## config.mk

```make
export PLATFORM = sky130hd
export DESIGN_NAME = instr_ram_arbiter_flat
export DESIGN_NICKNAME = d
export VERILOG_FILES = /design/src/rtl/instr_ram_arbiter_if.sv /design/src/rtl/instr_ram_arbiter.sv /design/src/flat_wrapper.sv
export SDC_FILE = /design/constraint.sdc
export NUM_CORES = 1
export LEC_CHECK = 0
export ABC_AREA = 0
export CORE_MARGIN = 5
export CORE_UTILIZATION = 21
export CTS_CLUSTER_DIAMETER = 40
export CTS_CLUSTER_SIZE = 20
export DETAILED_ROUTE_END_ITERATION = 6
export GPL_TIMING_DRIVEN = 0
export PLACE_DENSITY = 0.9
export SKIP_LAST_GASP = 1
export SLEW_MARGIN = 40
export SYNTH_ARGS = -nofsm -noshare
export SYNTH_HDL_FRONTEND = slang
export SYNTH_SLANG_ARGS = --single-unit
```

## constraint.sdc

```tcl
create_clock -name clk -period 2.06 [get_ports clk]
set_input_delay 0.412 -clock clk [delete_from_list [all_inputs] [get_ports clk]]
set_output_delay 0.412 -clock clk [all_outputs]
set_load 0.05 [all_outputs]
```

## src/rtl/instr_ram_arbiter_if.sv

```systemverilog
// Bundle of the core fetch port, debug/loader port and single-port RAM port
// that meet at the instruction RAM arbiter.
interface instr_ram_arbiter_if #(
  parameter int ADDR_WIDTH = 17
);
  logic                  core_req_i;
  logic [ADDR_WIDTH-1:0] core_addr_i;
  logic                  core_gnt_o;
  logic                  core_rvalid_o;
  logic [31:0]           core_rdata_o;

  logic                  dbg_req_i;
  logic [ADDR_WIDTH-1:0] dbg_addr_i;
  logic                  dbg_we_i;
  logic [3:0]            dbg_be_i;
  logic [31:0]           dbg_wdata_i;
  logic                  dbg_gnt_o;
  logic                  dbg_rvalid_o;
  logic [31:0]           dbg_rdata_o;
  logic                  dbg_err_o;

  logic                  ram_en_o;
  logic [ADDR_WIDTH-1:0] ram_addr_o;
  logic [31:0]           ram_wdata_o;
  logic                  ram_we_o;
  logic [3:0]            ram_be_o;
  logic [31:0]           ram_rdata_i;

  // Handshake: a request is accepted in the cycle where req and gnt are both
  // high; its single rvalid pulse follows exactly one cycle later.
  modport slave (
    input  core_req_i, core_addr_i,
    input  dbg_req_i, dbg_addr_i, dbg_we_i, dbg_be_i, dbg_wdata_i,
    input  ram_rdata_i,
    output core_gnt_o, core_rvalid_o, core_rdata_o,
    output dbg_gnt_o, dbg_rvalid_o, dbg_rdata_o, dbg_err_o,
    output ram_en_o, ram_addr_o, ram_wdata_o, ram_we_o, ram_be_o
  );

  modport master (
    output core_req_i, core_addr_i,
    output dbg_req_i, dbg_addr_i, dbg_we_i, dbg_be_i, dbg_wdata_i,
    output ram_rdata_i,
    input  core_gnt_o, core_rvalid_o, core_rdata_o,
    input  dbg_gnt_o, dbg_rvalid_o, dbg_rdata_o, dbg_err_o,
    input  ram_en_o, ram_addr_o, ram_wdata_o, ram_we_o, ram_be_o
  );
endinterface

```

## src/rtl/instr_ram_arbiter.sv

```systemverilog
// Two-port arbiter in front of a 1-cycle instruction RAM: core fetches win by
// default, debug is force-granted after MAX_WAIT lost cycles.
module instr_ram_arbiter #(
  parameter int ADDR_WIDTH = 17,
  parameter int MAX_WAIT   = 8
) (
  input logic                 clk,
  input logic                 rst,
  instr_ram_arbiter_if.slave  bus
);

  logic [7:0] r_starve;
  logic       r_rsp_core;
  logic       r_rsp_dbg;
  logic       r_dbg_rd;
  logic       r_err;

  logic       w_force;
  logic       w_dbg_gnt;
  logic       w_core_gnt;
  logic       w_dbg_prot;
  logic       w_dbg_ram;

  assign w_force    = (r_starve == 8'(MAX_WAIT));
  assign w_dbg_gnt  = bus.dbg_req_i & (~bus.core_req_i | w_force);
  assign w_core_gnt = bus.core_req_i & ~w_dbg_gnt;
  // Writes into the top half of the address space hit the boot ROM image.
  assign w_dbg_prot = bus.dbg_we_i & bus.dbg_addr_i[ADDR_WIDTH-1];
  assign w_dbg_ram  = w_dbg_gnt & ~w_dbg_prot;

  assign bus.core_gnt_o = w_core_gnt;
  assign bus.dbg_gnt_o  = w_dbg_gnt;

  always_comb begin
    bus.ram_en_o    = 1'b0;
    bus.ram_addr_o  = '0;
    bus.ram_wdata_o = 32'h0;
    bus.ram_we_o    = 1'b0;
    bus.ram_be_o    = 4'h0;
    if (w_core_gnt) begin
      bus.ram_en_o   = 1'b1;
      bus.ram_addr_o = bus.core_addr_i;
      bus.ram_be_o   = 4'hF;
    end else if (w_dbg_ram) begin
      bus.ram_en_o    = 1'b1;
      bus.ram_addr_o  = bus.dbg_addr_i;
      bus.ram_wdata_o = bus.dbg_wdata_i;
      bus.ram_we_o    = bus.dbg_we_i;
      bus.ram_be_o    = bus.dbg_be_i;
    end
  end

  always_ff @(posedge clk) begin
    if (rst) begin
      r_starve   <= 8'h0;
      r_rsp_core <= 1'b0;
      r_rsp_dbg  <= 1'b0;
      r_dbg_rd   <= 1'b0;
      r_err      <= 1'b0;
    end else begin
      if (~bus.dbg_req_i | w_dbg_gnt) begin
        r_starve <= 8'h0;
      end else if (!w_force) begin
        r_starve <= r_starve + 8'h1;
      end
      r_rsp_core <= w_core_gnt;
      r_rsp_dbg  <= w_dbg_gnt;
      r_dbg_rd   <= w_dbg_gnt & ~bus.dbg_we_i;
      r_err      <= w_dbg_gnt & w_dbg_prot;
    end
  end

  // A response due in a reset cycle is suppressed, not merely delayed.
  assign bus.core_rvalid_o = r_rsp_core & ~rst;
  assign bus.dbg_rvalid_o  = r_rsp_dbg & ~rst;
  assign bus.dbg_err_o     = r_rsp_dbg & r_err & ~rst;
  assign bus.core_rdata_o  = bus.core_rvalid_o ? bus.ram_rdata_i : 32'h0;
  assign bus.dbg_rdata_o   = (bus.dbg_rvalid_o & r_dbg_rd) ? bus.ram_rdata_i : 32'h0;

endmodule

```

## src/flat_wrapper.sv

```systemverilog
// flat-port wrapper written by rule: the top's interface ports become plain ports
module instr_ram_arbiter_flat 
#(
  parameter int ADDR_WIDTH = 17,
  parameter int MAX_WAIT   = 8
)
  (clk, rst, bus_core_req_i, bus_core_addr_i, bus_dbg_req_i, bus_dbg_addr_i, bus_dbg_we_i, bus_dbg_be_i, bus_dbg_wdata_i, bus_ram_rdata_i, bus_core_gnt_o, bus_core_rvalid_o, bus_core_rdata_o, bus_dbg_gnt_o, bus_dbg_rvalid_o, bus_dbg_rdata_o, bus_dbg_err_o, bus_ram_en_o, bus_ram_addr_o, bus_ram_wdata_o, bus_ram_we_o, bus_ram_be_o);
  instr_ram_arbiter_if #(.ADDR_WIDTH(ADDR_WIDTH)) bus_i ();
  input logic clk;
  input logic rst;
  input wire logic [$bits(bus_i.core_req_i)-1:0] bus_core_req_i;
  input wire logic [$bits(bus_i.core_addr_i)-1:0] bus_core_addr_i;
  input wire logic [$bits(bus_i.dbg_req_i)-1:0] bus_dbg_req_i;
  input wire logic [$bits(bus_i.dbg_addr_i)-1:0] bus_dbg_addr_i;
  input wire logic [$bits(bus_i.dbg_we_i)-1:0] bus_dbg_we_i;
  input wire logic [$bits(bus_i.dbg_be_i)-1:0] bus_dbg_be_i;
  input wire logic [$bits(bus_i.dbg_wdata_i)-1:0] bus_dbg_wdata_i;
  input wire logic [$bits(bus_i.ram_rdata_i)-1:0] bus_ram_rdata_i;
  output wire logic [$bits(bus_i.core_gnt_o)-1:0] bus_core_gnt_o;
  output wire logic [$bits(bus_i.core_rvalid_o)-1:0] bus_core_rvalid_o;
  output wire logic [$bits(bus_i.core_rdata_o)-1:0] bus_core_rdata_o;
  output wire logic [$bits(bus_i.dbg_gnt_o)-1:0] bus_dbg_gnt_o;
  output wire logic [$bits(bus_i.dbg_rvalid_o)-1:0] bus_dbg_rvalid_o;
  output wire logic [$bits(bus_i.dbg_rdata_o)-1:0] bus_dbg_rdata_o;
  output wire logic [$bits(bus_i.dbg_err_o)-1:0] bus_dbg_err_o;
  output wire logic [$bits(bus_i.ram_en_o)-1:0] bus_ram_en_o;
  output wire logic [$bits(bus_i.ram_addr_o)-1:0] bus_ram_addr_o;
  output wire logic [$bits(bus_i.ram_wdata_o)-1:0] bus_ram_wdata_o;
  output wire logic [$bits(bus_i.ram_we_o)-1:0] bus_ram_we_o;
  output wire logic [$bits(bus_i.ram_be_o)-1:0] bus_ram_be_o;
  assign bus_i.core_req_i = bus_core_req_i;
  assign bus_i.core_addr_i = bus_core_addr_i;
  assign bus_i.dbg_req_i = bus_dbg_req_i;
  assign bus_i.dbg_addr_i = bus_dbg_addr_i;
  assign bus_i.dbg_we_i = bus_dbg_we_i;
  assign bus_i.dbg_be_i = bus_dbg_be_i;
  assign bus_i.dbg_wdata_i = bus_dbg_wdata_i;
  assign bus_i.ram_rdata_i = bus_ram_rdata_i;
  assign bus_core_gnt_o = bus_i.core_gnt_o;
  assign bus_core_rvalid_o = bus_i.core_rvalid_o;
  assign bus_core_rdata_o = bus_i.core_rdata_o;
  assign bus_dbg_gnt_o = bus_i.dbg_gnt_o;
  assign bus_dbg_rvalid_o = bus_i.dbg_rvalid_o;
  assign bus_dbg_rdata_o = bus_i.dbg_rdata_o;
  assign bus_dbg_err_o = bus_i.dbg_err_o;
  assign bus_ram_en_o = bus_i.ram_en_o;
  assign bus_ram_addr_o = bus_i.ram_addr_o;
  assign bus_ram_wdata_o = bus_i.ram_wdata_o;
  assign bus_ram_we_o = bus_i.ram_we_o;
  assign bus_ram_be_o = bus_i.ram_be_o;
  instr_ram_arbiter #(.ADDR_WIDTH(ADDR_WIDTH), .MAX_WAIT(MAX_WAIT)) u_core (.clk(clk), .rst(rst), .bus(bus_i));
endmodule
```

After elaboration in Yosys (flattened, before gate mapping)
Cells that the tools add are included.
{"block": "word_totals", "inputBits": 107, "reg_bits": 12, "wordCells": 39}
{"block": "classes", "n_bitwise": 19, "n_eq_ne": 1, "mux": 12, "n_addsub": 1, "reduce_logical": 1}
{"op": "32-bit 2-to-1 mux", "count": 4}
{"op": "17-bit 2-to-1 mux", "count": 2}
{"op": "1-bit AND", "count": 11}
{"op": "8-bit by 1-bit adder with 8-bit output, second input constant", "count": 1}
{"op": "8-bit by 4-bit == test with 1-bit output, second input constant", "count": 1}
{"op": "4-bit 2-to-1 mux", "count": 2}
{"op": "1-bit NOT", "count": 6}
{"op": "1-bit 2-to-1 mux", "count": 4}
{"op": "1-bit bitwise OR", "count": 2}
{"op": "2-bit OR reduction", "count": 1}

Depth between registers and ports, before layout
Gate-level depths: netlist of the first run.
{"block": "depth", "word_depth": 6, "mapped_depth": 7}

Worst setup path after synthesis of the first run
No wires, ideal clock.
{"block": "synth_timing", "path_type": "register -> output", "startpoint": "register u_core.r_starve[0]", "endpoint": "output port bus_ram_we_o", "arrival_time_ns": 2.635, "stages_incl_launch_ff": 7, "path_slack_ns": -0.987, "path_cell_list": "dfxtp_1 -> inv_1 -> ha_1 -> or4b_4 -> o22ai_4 -> buf_4 -> nor3b_1"}
{"block": "synth_between", "elab_chain_cells": 6, "word_cells_on_any_way": 8, "classes_between": "eq/ne (1); mux (2); bitwise (5)"}
{"element": "start: declaration", "line_no": "instr_ram_arbiter.sv:12", "rtl": "logic [7:0] r_starve;"}
{"element": "start signal: assignment", "line_no": "instr_ram_arbiter.sv:64", "rtl": "r_starve <= r_starve + 8'h1;"}
{"element": "8-bit by 4-bit == test with 1-bit output *", "line_no": "instr_ram_arbiter.sv:24", "rtl": "assign w_force = (r_starve == 8'(MAX_WAIT));"}
{"element": "1-bit bitwise OR *", "line_no": "instr_ram_arbiter.sv:25", "rtl": "assign w_dbg_gnt = bus.dbg_req_i & (~bus.core_req_i | w_force);"}
{"element": "1-bit AND *", "line_no": "instr_ram_arbiter.sv:25"}
{"element": "via bus_dbg_gnt_o", "line_no": "flat_wrapper.sv:22", "rtl": "output wire logic [$bits(bus_i.dbg_gnt_o)-1:0] bus_dbg_gnt_o;"}
{"element": "1-bit AND or 1-bit NOT (tied branches)", "line_no": "instr_ram_arbiter.sv:29, instr_ram_arbiter.sv:26"}
{"element": "1-bit 2-to-1 mux or 1-bit AND (tied branches)", "line_no": "instr_ram_arbiter.sv:44, instr_ram_arbiter.sv:26"}
{"element": "1-bit 2-to-1 mux *", "line_no": "instr_ram_arbiter.sv:40", "rtl": "if (w_core_gnt) begin"}
{"element": "end: declaration", "line_no": "flat_wrapper.sv:29", "rtl": "output wire logic [$bits(bus_i.ram_we_o)-1:0] bus_ram_we_o;"}
Mark *: on every way through the listed nets, which the timed path passes. The rest lies on a longest branch.

Worst setup path in the final report of the first run
{"block": "layout_timing", "startpoint": "register u_core.r_starve[0]", "endpoint": "output port bus_ram_wdata_o[11]"}
{"block": "layout_between", "elab_chain_cells": 6, "word_cells_on_any_way": 8, "classes_between": "eq/ne (1); mux (2); bitwise (5)"}
{"element": "8-bit by 4-bit == test with 1-bit output *", "line_no": "instr_ram_arbiter.sv:24"}
{"element": "1-bit bitwise OR *", "line_no": "instr_ram_arbiter.sv:25"}
{"element": "1-bit AND *", "line_no": "instr_ram_arbiter.sv:25"}
{"element": "1-bit AND or 1-bit NOT (tied branches)", "line_no": "instr_ram_arbiter.sv:29, instr_ram_arbiter.sv:26"}
{"element": "32-bit 2-to-1 mux or 1-bit AND (tied branches)", "line_no": "instr_ram_arbiter.sv:44, instr_ram_arbiter.sv:26"}
{"element": "32-bit 2-to-1 mux *", "line_no": "instr_ram_arbiter.sv:40"}
{"element": "end: declaration", "line_no": "flat_wrapper.sv:28", "rtl": "output wire logic [$bits(bus_i.ram_wdata_o)-1:0] bus_ram_wdata_o;"}
Every way passes the cells marked *; elsewhere a longest branch is shown, timed or not.

==> results of run 1 <==
registers in the layout (all words and copies together), names as in the netlist:
register           flops
u_core.r_dbg_rd        1
u_core.r_starve        8
u_core.r_rsp_dbg       1
u_core.r_rsp_core      1
u_core.r_err           1
worst max-delay path, cell delays in order, from the launching register on:
cell	delay [ns]
dfxtp_4	0.35
inv_4	0.05
ha_4	0.10
or4b_4	0.48
o22ai_4	0.16
buf_12	0.14
buf_12	0.10
buf_12	0.10
clkbuf_16	0.13
and3_4	0.19
buf_8	0.15
kinds of logic (layout without fill, tap and decap cells):
| kind of cell | Yosys count | in the layout |
|---|---|---|
| AND/OR/NAND/NOR | 124 | 124 |
| AO/OA/AOI/OAI | 31 | 31 |
| buffers and inverters | 28 | 286 |
| flip-flops | 12 | 12 |
| XOR/XNOR | 3 | 3 |
| adder cells (fa/ha/maj) | 2 | 2 |
metal layers:
| layer | wire length (um) | GRT usage |
|---|---|---|
| met2 | 5740 | 0.448 |
| met5 | 0 | 0 |
| met3 | 1080 | 0.0777 |
| met1 | 3410 | 0.206 |
| met4 | 306 | 0.0903 |
what timing repair did:
action	4_1_cts	5_1_grt
buffers inserted	18	2
gates resized for setup	791	74
cloned	6	0
pin swaps	14	0
hold endpoints to repair	0	0
setup endpoints to repair	124	128
hold buffers	0	0
cells in the mapped netlist (all sizes together), types with 4 or more instances:
master  count
dfxtp      12
and3       65
nor2        5
a31o        4
inv         6
buf         5
and2       35
a32o       17
clkbuf     17
nand3       4
area by class of cell:
class / count / area [um2] / area share
Clock buffer: 4 / 55.1 / 0.0119
Tap cell: 96 / 120 / 0.0260
Multi-Input combinational cell: 160 / 1370 / 0.295
Buffer: 21 / 198 / 0.0428
Inverter: 6 / 25.0 / 0.00541
Sequential cell: 12 / 245 / 0.0530
Timing Repair Buffer: 255 / 2620 / 0.566
per-stage QoR:
stage | cells | setup TNS (ns) | setup slack [ns] | util
floorplan | 200 | -2.84 | -0.220 | -
global placement | 526 | -121.64 | -1.11 | 0.605
detailed placement | 526 | -122.84 | -1.11 | 0.605
CTS | 554 | -27.11 | -0.534 | 0.657
global route | 554 | -30.19 | -0.613 | 0.677
finish | 554 | -26.56 | -0.550 | 0.677
layout by cell type (no fill, tap or decap), drive strengths merged, types with 2 or more instances in the layout:
cell type / count
buf: 104
and3: 65
ha: 2
nand3: 4
clkdlybuf4s15: 5
o21ai: 3
clkdlybuf4s50: 105
nor3b: 2
and2: 35
inv: 6
a31o: 4
nor2: 5
dfxtp: 12
or3: 3
nor2b: 2
clkbuf: 65
nand2: 3
a21oi: 3
a32o: 17
xor2: 2
final timing paths:
path,from,endpoint,depth (start not counted)
min,u_core.r_starve[7],u_core.r_starve[7],2
max,u_core.r_starve[0],bus_ram_wdata_o[11],10
max reg2reg,u_core.r_starve[0],u_core.r_starve[6],7
min reg2reg,u_core.r_starve[7],u_core.r_starve[7],2
power by group through the flow:
stage	clock network (uW)	logic [uW]	registers, uW
after floorplan	0	437	243
after global placement	0	815	244
after detailed placement	0	826	244
after CTS	258	942	238
after global routing	273	1000	238
final	255	964	238
==> results_dict.tcl, run 1 <==
set metrics [dict create \
    synth_sequential_area_ratio 0.162 \
    outcome "finished with violations" \
    detail_route.vias_per_cell 4.81 \
    synth.lib_cells_used.distinct 30 \
    maxSlewViolCount 0 \
    post-route-cell-area_um2 4620 \
    yosys_register_bits 12 \
    antenna_found_initial 0 \
    die_area_um2 8850 \
    drive_above_1_share 0.517 \
    syn-instance-count 200 \
    initialDrtViolationCount 85 \
    cp_data_required_time_ns 1.65 \
    combPwrFrac 0.662 \
    layout.filler_cells 542 \
    setup_violations 57 \
    worst-slew-pin-transition_ns 0.589 \
    die_w_um 94.1 \
    post-route-period-util 1.27 \
    mean_instance_size_in_the_synthesized_netlist_um2 7.42 \
    total_routing_resource_utilization_after_global_routing 0.226 \
    routabilityCongestion 0.832 \
    path_class "register to output port" \
    post_drt_wl_per_cell_um 19.0 \
    placement.io_buffers 230 \
    initial_core_util 0.217 \
    report.power.total_uw 1460 \
    worst_hold_slack_ns 0.487 \
    power_density_nw_per_um2 315 \
    count_of_clock_tree_sinks 12 \
    power.static_leakage_uw 0.00221 \
    fp_rows 30 \
    clk_root_buf "clkbuf_8" \
    synth_top_family_by_area "simple AND/OR/NAND/NOR gates" \
    area_growth_pct 212 \
    drt_drc_violations_left 0 \
    finalNetCount 568 \
    cap_viol_max_count 0 \
    violations_in_the_final_reports "setup timing" \
    worst_ir_drop_vdd_mv 0.188 \
    grt_pass1_vias 2921 \
    pwr-share-seq 0.163 \
    number_of_cts_inserted_buffers 3 \
    power.net_switching_uw 570 \
    worst_slew_margin_rel 0.607 \
    synth.mux.area_fraction 0 \
    yosys_warnings 0 \
    crit_path_max_fanout 5 \
    post_synth_fa_ha_maj_area_fraction 0.0169 \
    route.vias.total 2662 \
    p_int_uw 887 \
    yosys.area_share.simple 0.519 \
    clock_skew_ns 0.00238 \
    num_antenna_cells 0 \
    overflow 0 \
    worstSetupEndpointType "output port" \
    worst_setup_path_start_kind "register" \
    ctsLongestPathBuffers 2 \
    worst_slack_ns -0.550 \
    sw_frac_of_total 0.391 \
    insertion_delay_ns 0.24 \
    post-synth-top-area-cell "and3_1" \
    holdCritPathClass "register to register" \
    cts_tree "built" \
    synth-compound-area-share 0.188 \
    syn_area_um2 1480 \
    grt_first_pass_wirelength_um 15500 \
    reg2reg_setup_slack_ns 0.05 \
    maxClockFrequency_ghz 0.383 \
    clk_pin_slew_worst_paths_ns 0.05 \
    pwr-share-clk 0.175 \
    pin_count_of_the_biggest_net_entering_global_routing 11 \
    postRouteAntennaNets 0 \
    fin_crit_ns 2.61 \
    detailed_place.area_um2 4140 \
    drt_pre_antenna_iters 4 \
    detailedPlacementHpwl_um 7950 \
    number_of_levels_in_the_clock_h_tree 1 \
    synth_flop_cell "dfxtp_1" \
    synthXorXnorAreaFrac 0.0177 \
    mappedNetlistNets 309 \
    core_um2 6830 \
    design.portCount 231 \
    die_height_um 94.1 \
    finalWirelength_um 10500 \
    timing_hold_violations_final 0 \
    netlist_top_cells_area "and3_1 27%, dfxtp_1 16%, and2_1 15%" \
    worst_ep_arrival_ns 2.20 \
    synth_edf_count 0 \
    postSynth.asyncResetShare 0 \
    unrepaired_setup_endpoints_after_global_routing "true" \
    netlist.area_leader.share 0.274 \
]
Note: power is estimated with default switching activity, not from simulation.
==> inputs of run 2 (changes only) <==
CORE_AREA = 2 2 90 92   (was default)
CORE_MARGIN = default   (was 5)
CORE_UTILIZATION = default   (was 21)
DIE_AREA = 0 0 92 94   (was default)
PLACE_DENSITY = 0.85   (was 0.9)
==> run 2 against run 1 <==
Effect of this change: the run still ends with setup timing left; total power is 2.1% lower; non-clock buffer count is 6 lower; clock skew is 0.0040 ns higher; highest routed layer unchanged; die area is 2.3% lower; final area is 2.9% lower; combinational power is 3.5% lower.
==> results_dict.tcl, run 2 (synthesized netlist as in run 1, its figures left out) <==
set metrics [dict create \
    largest_register_ffs 8 \
    max_flop_register "u_core.r_starve" \
    outcome "finished with violations" \
    worst_hold_slack_ns 0.494 \
    unrepaired_setup_endpoints_after_global_routing "true" \
    worstReg2RegEnd "u_core.r_dbg_rd" \
    grt_use_met2 0.430 \
    grt_first_pass_wirelength_um 13800 \
    power_density_nw_per_um2 318 \
    worst_slack_ns -0.459 \
    power.static_leakage_uw 0.00219 \
    area_growth_pct 203 \
    cts_tree "built" \
    timing_hold_violations_final 0 \
    initialDrtViolationCount 40 \
    pin_count_of_the_biggest_net_entering_global_routing 11 \
    insertion_delay_ns 0.24 \
    finalSetupTns_ns -22.43 \
    worst_ir_drop_vdd_mv 0.175 \
    die_height_um 94 \
    placement.io_buffers 230 \
    count_of_cells_along_the_worst_register_to_register_path 10 \
    postRouteAntennaNets 0 \
    final_common_cell "clkdlybuf4s50_1" \
    antenna_found_initial 0 \
    detailedPlacementHpwl_um 7300 \
    worstSetupEndpoint "bus_ram_addr_o[8]" \
    holdCritPathClass "input port to register" \
    global_routing_usage_on_met3 0.0586 \
    overflow 0 \
    initial_core_util 0.195 \
    drive_above_1_share 0.509 \
    number_of_cts_inserted_buffers 3 \
    clk_root_buf "clkbuf_8" \
    finalWirelength_um 9450 \
    worst_ep_arrival_ns 2.11 \
    count_of_clock_tree_sinks 12 \
    post-route-period-util 1.22 \
    grt_pass1_vias 2628 \
    worst_setup_path_start_kind "register" \
    maxSlewViolCount 0 \
    met1_capacity_usage_during_global_routing 0.190 \
    path_class "register to output port" \
    detail_route.vias_per_cell 4.67 \
    num_antenna_cells 0 \
    layout.filler_cells 650 \
    fp_rows 32 \
    crit_start "u_core.r_starve[0]" \
    core_um2 7610 \
    cap_viol_max_count 0 \
    layout.core_utilization 0.590 \
    routabilityCongestion 0.816 \
    die_area_um2 8650 \
    number_of_levels_in_the_clock_h_tree 1 \
    clk_pin_slew_worst_paths_ns 0.06 \
    reg2reg_setup_slack_ns 0.13 \
    total_routing_resource_utilization_after_global_routing 0.202 \
    ctsLongestPathBuffers 2 \
    fin_crit_ns 2.52 \
    grt-busiest-layer "met2" \
    die_w_um 92 \
    worst-slew-pin-transition_ns 0.561 \
    worst_slew_margin_rel 0.625 \
    report.power.total_uw 1430 \
    mostFrequentLayoutCells "105 x clkdlybuf4s50_1, 49 x buf_2, 47 x buf_8" \
    post_drt_wl_per_cell_um 17.1 \
    maxClockFrequency_ghz 0.397 \
    violations_in_the_final_reports "setup timing" \
    rr_startpoint "u_core.r_starve[0]" \
    worstSetupEndpointType "output port" \
    clock_skew_ns 0.00634 \
    design.portCount 231 \
    drt_drc_violations_left 0 \
    route.vias.total 2589 \
    cp_data_required_time_ns 1.65 \
    setup_violations 57 \
    crit_path_max_fanout 7 \
    min_delay_path_depth 2 \
    finalNetCount 562 \
    drt_pre_antenna_iters 4 \
]
-- run 2: cell types whose count changed in the layout (fill, tap and decap cells not counted), sizes merged --
cell and delta:
buf +35, clkbuf -44, clkdlybuf4s15 +4, dlygate4sd2 -1
-- run 2: where the power goes --
part	switching (uW)	leakage (uW)	internal, uW
registers	2.13	0.0000986	235
logic	467	0.00206	463
clock network	90.1	0.0000288	169
-- run 2: repair_timing --
item,4_1_cts,5_1_grt
pin swaps,8,6
cloned,4,0
resized for setup,796,15
buffers inserted,10,5
hold buffers,0,0
endpoints found under the setup margin,124,93
-- run 2: worst min path at each step --
stage	startpoint	endpoint	slack [ns]
6_report	rst	u_core.r_starve[1]	0.49
5_1_grt	rst	u_core.r_starve[1]	0.49
4_1_cts	u_core.r_starve[7]	u_core.r_starve[7]	0.51
3_5_place_dp	u_core.r_starve[0]	u_core.r_starve[0]	0.46
3_3_place_gp	u_core.r_starve[0]	u_core.r_starve[0]	0.45
2_1_floorplan	u_core.r_starve[0]	u_core.r_starve[0]	0.43
-- run 2: layer usage --
metal  vias to the layer above  share of wire
met5                         -              0
met4                         0         0.0075
met3                         6           0.10
met2                       148           0.55
met1                      1188           0.34
li1                       1247              -
-- run 2: layout make-up --
type | count | area (um2) | share of cell area
Buffer | 22 | 184 | 0.0410
Clock buffer | 4 | 55.1 | 0.0123
Inverter | 6 | 22.5 | 0.00502
Multi-Input combinational cell | 160 | 1390 | 0.309
Sequential cell | 12 | 245 | 0.0546
Tap cell | 102 | 128 | 0.0284
Timing Repair Buffer | 248 | 2470 | 0.550
-- run 2: through the flow --
stage	worst slack, ns	cell area, um2	std cells
floorplan	-0.220	1710	200
global placement	-1.10	4140	532
detailed placement	-1.14	4140	532
CTS	-0.521	4420	550
global route	-0.538	4490	554
finish	-0.459	4490	554
-- run 2: worst max-delay path, stage by stage (launching register included) --
cell	delay, ns
dfxtp_4	0.34
inv_2	0.06
ha_4	0.11
or4b_4	0.49
o22ai_4	0.14
buf_12	0.16
buf_8	0.11
buf_6	0.11
a32o_2	0.18
buf_8	0.15
